### src/rtl/div_unit_if.sv
// Request/response bundle for the iterative divider.
// The requester drives the master side; the divider is the slave.
interface div_unit_if #(
    parameter int BitWidth = 32
);
    logic                start;
    logic                is_signed;
    logic [BitWidth-1:0] a;
    logic [BitWidth-1:0] b;
    logic                busy;
    logic                done;
    logic [BitWidth-1:0] quotient;
    logic [BitWidth-1:0] remainder;
    logic                div_by_zero;

    modport master (
        output start, is_signed, a, b,
        input  busy, done, quotient, remainder, div_by_zero
    );

    modport slave (
        input  start, is_signed, a, b,
        output busy, done, quotient, remainder, div_by_zero
    );
endinterface

### src/rtl/div_unit.sv
// Restoring divider for DIV/DIVU/REM/REMU, one trial subtraction per clock.
// Divide-by-zero and signed overflow bypass the iteration.
module div_unit #(
    parameter int BitWidth = 32
) (
    input logic      clk,
    input logic      rst_n,
    div_unit_if.slave bus
);
    localparam int CntW = (BitWidth > 2) ? $clog2(BitWidth) : 1;

    typedef enum logic [1:0] {IDLE, DIVIDE, FINISH} state_t;

    state_t              r_state;
    state_t              w_next;
    logic [BitWidth-1:0] r_rem;
    logic [BitWidth-1:0] r_quo;
    logic [BitWidth-1:0] r_dvs;
    logic [BitWidth-1:0] r_a;
    logic [CntW-1:0]     r_cnt;
    logic                r_neg_q;
    logic                r_neg_r;
    logic                r_dz;
    logic                r_ovf;
    logic [BitWidth-1:0] r_quot_o;
    logic [BitWidth-1:0] r_rem_o;
    logic                r_dz_o;
    logic                r_done;

    logic                w_a_neg;
    logic                w_b_neg;
    logic [BitWidth-1:0] w_abs_a;
    logic [BitWidth-1:0] w_abs_b;
    logic [BitWidth-1:0] w_min;
    logic                w_b_zero;
    logic                w_ovf;
    logic                w_special;
    logic [BitWidth:0]   w_shift;
    logic [BitWidth:0]   w_diff;
    logic                w_busy;
    logic                w_load;
    logic                w_step;
    logic                w_fin;

    assign w_min     = {1'b1, {(BitWidth-1){1'b0}}};
    assign w_a_neg   = bus.is_signed & bus.a[BitWidth-1];
    assign w_b_neg   = bus.is_signed & bus.b[BitWidth-1];
    assign w_abs_a   = w_a_neg ? -bus.a : bus.a;
    assign w_abs_b   = w_b_neg ? -bus.b : bus.b;
    assign w_b_zero  = (bus.b == '0);
    assign w_ovf     = bus.is_signed & (bus.a == w_min) & (bus.b == '1);
    assign w_special = w_b_zero | w_ovf;

    // Width BitWidth+1 so the borrow bit tells whether the trial fits
    assign w_shift = {r_rem, r_quo[BitWidth-1]};
    assign w_diff  = w_shift - {1'b0, r_dvs};

    always_ff @(posedge clk or negedge rst_n) begin
        if (!rst_n) r_state <= IDLE;
        else        r_state <= w_next;
    end

    always_comb begin
        w_next = r_state;
        unique case (r_state)
            IDLE: begin
                if (bus.start) w_next = w_special ? FINISH : DIVIDE;
            end
            DIVIDE: begin
                if (r_cnt == CntW'(BitWidth-1)) w_next = FINISH;
            end
            FINISH:  w_next = IDLE;
            default: w_next = IDLE;
        endcase
    end

    always_comb begin
        w_busy = 1'b0;
        w_load = 1'b0;
        w_step = 1'b0;
        w_fin  = 1'b0;
        unique case (r_state)
            IDLE:    w_load = bus.start;
            DIVIDE: begin
                w_busy = 1'b1;
                w_step = 1'b1;
            end
            FINISH: begin
                w_busy = 1'b1;
                w_fin  = 1'b1;
            end
            default: w_busy = 1'b0;
        endcase
    end

    always_ff @(posedge clk or negedge rst_n) begin
        if (!rst_n) begin
            r_rem   <= '0;
            r_quo   <= '0;
            r_dvs   <= '0;
            r_a     <= '0;
            r_cnt   <= '0;
            r_neg_q <= 1'b0;
            r_neg_r <= 1'b0;
            r_dz    <= 1'b0;
            r_ovf   <= 1'b0;
        end else if (w_load) begin
            r_a     <= bus.a;
            r_dz    <= w_b_zero;
            r_ovf   <= w_ovf;
            r_neg_q <= w_a_neg ^ w_b_neg;
            r_neg_r <= w_a_neg;
            r_quo   <= w_abs_a;
            r_dvs   <= w_abs_b;
            r_rem   <= '0;
            r_cnt   <= '0;
        end else if (w_step) begin
            r_cnt <= r_cnt + CntW'(1);
            r_quo <= {r_quo[BitWidth-2:0], ~w_diff[BitWidth]};
            r_rem <= w_diff[BitWidth] ? w_shift[BitWidth-1:0]
                                      : w_diff[BitWidth-1:0];
        end
    end

    always_ff @(posedge clk or negedge rst_n) begin
        if (!rst_n) begin
            r_done   <= 1'b0;
            r_quot_o <= '0;
            r_rem_o  <= '0;
            r_dz_o   <= 1'b0;
        end else begin
            r_done <= w_fin;
            if (w_fin) begin
                unique case (1'b1)
                    r_dz: begin
                        r_quot_o <= '1;
                        r_rem_o  <= r_a;
                        r_dz_o   <= 1'b1;
                    end
                    r_ovf: begin
                        r_quot_o <= r_a;
                        r_rem_o  <= '0;
                        r_dz_o   <= 1'b0;
                    end
                    default: begin
                        r_quot_o <= r_neg_q ? -r_quo : r_quo;
                        r_rem_o  <= r_neg_r ? -r_rem : r_rem;
                        r_dz_o   <= 1'b0;
                    end
                endcase
            end
        end
    end

    assign bus.busy        = w_busy;
    assign bus.done        = r_done;
    assign bus.quotient    = r_quot_o;
    assign bus.remainder   = r_rem_o;
    assign bus.div_by_zero = r_dz_o;
endmodule

### src/flat_wrapper.sv
// flat-port wrapper written by rule: the top's interface ports become plain ports
module div_unit_flat 
#(
    parameter int BitWidth = 32
)
  (clk, rst_n, bus_start, bus_is_signed, bus_a, bus_b, bus_busy, bus_done, bus_quotient, bus_remainder, bus_div_by_zero);
  div_unit_if #(.BitWidth(BitWidth)) bus_i ();
  input logic clk;
  input logic rst_n;
  input wire logic [$bits(bus_i.start)-1:0] bus_start;
  input wire logic [$bits(bus_i.is_signed)-1:0] bus_is_signed;
  input wire logic [$bits(bus_i.a)-1:0] bus_a;
  input wire logic [$bits(bus_i.b)-1:0] bus_b;
  output wire logic [$bits(bus_i.busy)-1:0] bus_busy;
  output wire logic [$bits(bus_i.done)-1:0] bus_done;
  output wire logic [$bits(bus_i.quotient)-1:0] bus_quotient;
  output wire logic [$bits(bus_i.remainder)-1:0] bus_remainder;
  output wire logic [$bits(bus_i.div_by_zero)-1:0] bus_div_by_zero;
  assign bus_i.start = bus_start;
  assign bus_i.is_signed = bus_is_signed;
  assign bus_i.a = bus_a;
  assign bus_i.b = bus_b;
  assign bus_busy = bus_i.busy;
  assign bus_done = bus_i.done;
  assign bus_quotient = bus_i.quotient;
  assign bus_remainder = bus_i.remainder;
  assign bus_div_by_zero = bus_i.div_by_zero;
  div_unit #(.BitWidth(BitWidth)) u_core (.clk(clk), .rst_n(rst_n), .bus(bus_i));
endmodule
### config.mk
export PLATFORM = sky130hd
export DESIGN_NAME = div_unit_flat
export DESIGN_NICKNAME = d
export VERILOG_FILES = /design/src/rtl/div_unit_if.sv /design/src/rtl/div_unit.sv /design/src/flat_wrapper.sv
export SDC_FILE = /design/constraint.sdc
export NUM_CORES = 1
export LEC_CHECK = 0
export ABC_CLOCK_PERIOD_IN_PS = 4300
export CAP_MARGIN = 25
export CORE_ASPECT_RATIO = 0.7
export CORE_UTILIZATION = 57
export DETAILED_ROUTE_END_ITERATION = 6
export DONT_BUFFER_PORTS = 1
export PLACE_DENSITY = 0.78
export SLEW_MARGIN = 5
export SYNTH_ARGS = -nofsm -noshare
export SYNTH_HDL_FRONTEND = slang
export SYNTH_SLANG_ARGS = --single-unit
### constraint.sdc
create_clock -name clk -period 4.3 [get_ports clk]
set_clock_uncertainty 0.15 [all_clocks]
set_input_delay 0.215 -clock clk [delete_from_list [all_inputs] [get_ports clk]]
set_output_delay 0.215 -clock clk [all_outputs]
set_load 0.01 [all_outputs]
## Yosys cells after proc, flatten, opt, wreduce, memory -nomap -nowiden

Index checks and enable logic that the tools add are counted.

- Add/sub/neg operators: 6
- Eq/ne operators: 7
- Muxes and demuxes: 22
- Bitwise gates (word level): 7
- Reduce and logical (&&, ||, !) cells: 5

Operators by type and width:

| kind | count |
|---|---|
| $mux 32 | 9 |
| $neg 32->32 | 4 |
| $pmux 32 s2 | 2 |
| $eq 32x32->1 const B | 2 |
| $sub 33x32->33 | 1 |
| $logic_not 32->1 | 1 |
| $mux 5 | 2 |
| $mux 2 | 3 |
| $add 5x1->5 const B | 1 |
| $eq 5x5->1 const B | 1 |
| $mux 1 | 5 |
| $and 1x1->1 | 4 |
| $pmux 2 s2 | 1 |
| $eq 2x1->1 const B | 1 |
| $eq 2x2->1 const B | 1 |
| $logic_not 2->1 | 1 |
| $ne 2x1->1 const B | 1 |
| $ne 2x2->1 const B | 1 |
| $reduce_and 2->1 | 1 |
| $reduce_bool 2->1 | 1 |
| $reduce_or 2->1 | 1 |
| $not 1->1 | 1 |
| $or 1x1->1 | 1 |
| $xor 1x1->1 | 1 |

- Bits in registers: 205
- Input bits: 68
- Output and inout port bits: 67
- Word-level logic and storage cells: 61

## Logic depth before layout (Yosys ltp)

- Depth after elaboration: 7
- Gate-level depth with buffers: 15
- Depth with buffers taken out: 13

## Worst setup path before layout

OpenSTA, ideal clock, no wires.

- Kind: reg2reg
- From: reg u_core.r_rem[4]
- To: reg u_core.r_rem[22]
- Setup time: 137 ps
- Arrival time: 3,037 ps
- Required time: 4,013 ps
- Path slack: 976 ps
- Cell stages (with the launch flop): 12
- Buffers on the path: 2
- Period minus slack after synthesis: 3,324 ps
- Cells stage by stage: dfrtp_1 > ha_1 > a2111o_1 > o21a_1 > a221o_1 > a2111o_1 > nand2_2 > xnor2_1 > buf_6 > buf_2 > mux2i_1 > a21oi_1

- Word-level cells in the longest chain between the ends: 4

RTL lines:

| what | line | text |
|---|---|---|
| start: declaration | div_unit.sv:16 | `logic [BitWidth-1:0] r_rem;` |
| start signal: assignment | div_unit.sv:120 | `r_rem <= w_diff[BitWidth] ? w_shift[BitWidth-1:0]` |
| $sub 33x32->33 | div_unit.sv:56 | `assign w_diff = w_shift - {1'b0, r_dvs};` |
| $mux 32 | div_unit.sv:120 |  |
| $mux 32 | div_unit.sv:117 | `end else if (w_step) begin` |
| $mux 32 | div_unit.sv:107 | `end else if (w_load) begin` |

No other way between the ends. The select of a mux whose other input is x is not followed.
A chain may end at the register's enable or synchronous reset.

## Final worst setup path

- From: reg u_core.r_quo[31]
- To: reg u_core.r_quo[0]

- Word-level cells in the longest chain between the ends: 4

RTL lines:

| what | line | text |
|---|---|---|
| start: declaration | div_unit.sv:17 | `logic [BitWidth-1:0] r_quo;` |
| start signal: assignment | div_unit.sv:113 | `r_quo <= w_abs_a;` |
| start signal: assignment | div_unit.sv:119 | `r_quo <= {r_quo[BitWidth-2:0], ~w_diff[BitWidth]};` |
| $sub 33x32->33 | div_unit.sv:56 |  |
| $not 1->1 | div_unit.sv:119 |  |
| $mux 32 | div_unit.sv:117 |  |
| $mux 32 | div_unit.sv:107 |  |

No other way between the ends. The select of a mux whose other input is x is not followed.

==> run metrics <==
number of nets in the layout=1,739; Leak=6.39 nW; Final Slew Violations=0; remaining antenna violation count=0; antenna violations before repair=0; register-to-register setup slack=0.63 ns; Clock Tree Root=clkbuf_16; Post-DP HPWL=24,300 µm; worst hold path class=in -> async; Worst slew margin=0.337; CP Max Fanout=39; Unique masters post-synth=65; routed wire length=37,300 µm; total power=12.7 mW; Die Ht=129 µm; largest net degree at the start of global routing=206; Initial Util=0.581; critical path startpoint category=register; die width=184 µm; CTS tree=done; CTS max path bufs=3; Num CTS Buffers=21; Post-Syn Area=13,100 µm²; vias in the first global route=11.3k; synth warn=0; Async SR Flop Fraction=1.00; H-tree depth=1; violated checks=hold timing; reg2reg start=u_core.r_quo[31]; Post-synth EDFFs=0; Seq cells post-synth=205; VDD IR max=613 µV; via count=11.8k; RSZ-0062 raised after global routing=no; Reg clk slew, reported paths=0.07 ns; final hold violation count=205; Placer Congestion=0.895; full die area=23,700 µm²; layout cell share with drive strength beyond 1=0.0420; antenna cell count=0; row count=46; Max Fclk=0.272 GHz; first-pass GRT wire length=59,500 µm; Pwr per Cell Area=850 nW/µm²; Final min period=3.67 ns; status=finished, violations left; vias per cell=6.07; Syn-to-layout area delta=14.0%; Hold WS=-0.740 ns; Ports=135; cells after synthesis=1,591; sequential share of the synthesized area=0.390; Worst EP arrival=3.95 ns; Syn Nets=1,702; 1st-iter DRT viols=1,064; Setup Buffers After CTS=0; Critical Path Sink=u_core.r_quo[0]; Worst Setup SP=u_core.r_quo[31]; Port Buf Inserts=0; top_reg_cell synth=dfrtp_1; R2R depth=14; grt ovf=0; Remaining DRCs=0; Synth Area per Inst=8.26 µm²; Worst Path Class, Setup=reg -> reg; worst skew pair latency=0.50 ns; routed len/inst=19.1 µm; reg-to-reg endpoint=u_core.r_quo[0]; GRT Util Overall=0.314; Max Cap Viol=0; iteration count of the initial detailed-routing pass=6; number of setup violations in the final report=0; Critical Path RT=4.57 ns; hold_buf cts=86; core region area=22,600 µm²; clock sinks=205; PostCTS Resize Cnt=0; FILL cells=1,840; final setup TNS=0 ns; worst-margin pin slew=0.985 ns; Crit. End Element=register; crit share post-route=0.854
## critical path, cell delays in order (launching register included)
cell and delay (ns):
dfrtp_1 0.40, inv_1 0.15, ha_1 0.23, fa_1 0.22, nand2b_1 0.16, a21oi_1 0.10
o21a_1 0.26, a221o_1 0.41, a2111o_1 0.48, nand2_2 0.12, xnor2_2 0.14, buf_12 0.28
nand2_1 0.17, a21boi_0 0.18, o21ai_1 0.14
## cell families (layout without fill, tap and decap cells)
| kind of cell | after synthesis | count (layout) | synth area share |
|---|---|---|---|
| adder cells (fa/ha/maj) | 43 | 43 | 0.0415 |
| buffers and inverters | 141 | 191 | 0.0411 |
| AND/OR/NAND/NOR | 559 | 559 | 0.186 |
| XOR/XNOR | 149 | 149 | 0.0993 |
| flip-flops | 205 | 205 | 0.390 |
| AO/OA/AOI/OAI | 431 | 431 | 0.194 |
| multiplexers | 63 | 63 | 0.0481 |
## final cells by class
type / instances / area, µm² / share of cell area
clock buffer: 27 / 588 / 0.0392
clock inverter: 9 / 176 / 0.0118
inverter: 55 / 206 / 0.0138
multi-input combinational: 1245 / 7520 / 0.502
sequential: 205 / 5130 / 0.342
tap: 312 / 390 / 0.0260
timing repair buffer: 100 / 978 / 0.0653
## per-layer routing
metal,track usage,share of wire,up-vias
met1,0.458,0.46,5690
met3,0.0556,0.081,61
met2,0.483,0.44,498
li1,-,-,5596
met4,0.0863,0.023,0
met5,0,0,-
## synthesized netlist by cell type, types with 5 or more instances
| cell | n | area (µm²) |
|---|---|---|
| xnor2_1 | 71 | 622 |
| nor2b_1 | 5 | 31.3 |
| o211ai_1 | 6 | 45.0 |
| buf_1 | 5 | 18.8 |
| a22oi_1 | 7 | 52.6 |
| nor3_1 | 18 | 90.1 |
| inv_1 | 55 | 206 |
| and3_1 | 8 | 50.1 |
| dfrtp_1 | 205 | 5130 |
| o21ai_0 | 161 | 806 |
| xor2_1 | 78 | 683 |
| and2_1 | 8 | 50.1 |
| nor2_1 | 138 | 518 |
| a211oi_1 | 23 | 173 |
| o41ai_1 | 12 | 105 |
| o31ai_1 | 28 | 210 |
| clkbuf_1 | 77 | 289 |
| nand3_1 | 14 | 70.1 |
| o21a_1 | 10 | 75.1 |
| nor4_1 | 13 | 81.3 |
| nand2b_1 | 9 | 56.3 |
| a21oi_1 | 125 | 626 |
| nand2_1 | 293 | 1100 |
| or4_1 | 10 | 75.1 |
| a21o_1 | 11 | 82.6 |
| nand4_1 | 12 | 75.1 |
| mux2i_1 | 62 | 621 |
| ha_1 | 42 | 526 |
| a21boi_0 | 5 | 37.5 |
| or3_1 | 12 | 75.1 |
| a31oi_1 | 14 | 87.6 |
## sequential cells by signal, indices dropped and copies added (netlist names), 2 cells and up
signal / cells
u_core.bus.quotient: 32
u_core.bus.remainder: 32
u_core.r_a: 32
u_core.r_cnt: 5
u_core.r_dvs: 32
u_core.r_quo: 32
u_core.r_rem: 32
u_core.r_state: 2
## worst min-delay path by stage
stage	end	startpoint	depth (start not counted)
after floorplan	u_core.bus.div_by_zero	rst_n	0
after global placement	u_core.r_rem[7]	rst_n	0
after detailed placement	u_core.r_rem[9]	rst_n	0
after CTS	u_core.r_dvs[15]	rst_n	0
after global routing	u_core.r_dvs[15]	rst_n	0
final	u_core.r_dvs[15]	rst_n	0
## where the power goes
group          switching [mW]  internal [mW]  total, mW
clock network           0.782           1.26       2.05
logic                    3.91           2.78       6.69
registers                1.16           2.85       4.01
## placed cells by master, fill, tap and decap left out, drive strengths merged, types with 6 or more instances in the layout
cell,netlist,routed
or3,12,12
nand4,12,12
o31ai,29,29
o41ai,13,13
a22oi,7,7
a21o,11,11
o21a,10,10
ha,42,42
dfrtp,205,205
and2,8,8
mux2i,62,62
nor2,138,138
o21ai,165,165
and3,8,8
inv,55,55
or4,11,11
nand2b,9,9
buf,9,14
xnor2,71,71
clkbuf,77,27
dlygate4sd3,0,86
o211ai,6,6
a21oi,125,125
a31oi,14,14
a211oi,23,23
nand2,294,294
xor2,78,78
nor3,19,19
nand3,14,14
nor4,14,14
## per-stage QoR
step                       util  cell area (µm²)  worst slack, ns  hold slack [ns]  instances
after floorplan               -            13100            0.976           -0.231       1591
after global placement    0.591            13400            0.802           -0.217       1831
after detailed placement  0.591            13400            0.708           -0.218       1831
after CTS                 0.663            15000            0.677           -0.742       1953
after global routing      0.663            15000            0.349           -0.757       1953
final                     0.663            15000            0.627           -0.740       1953
No activity file was read; power rests on OpenSTA's default activity.
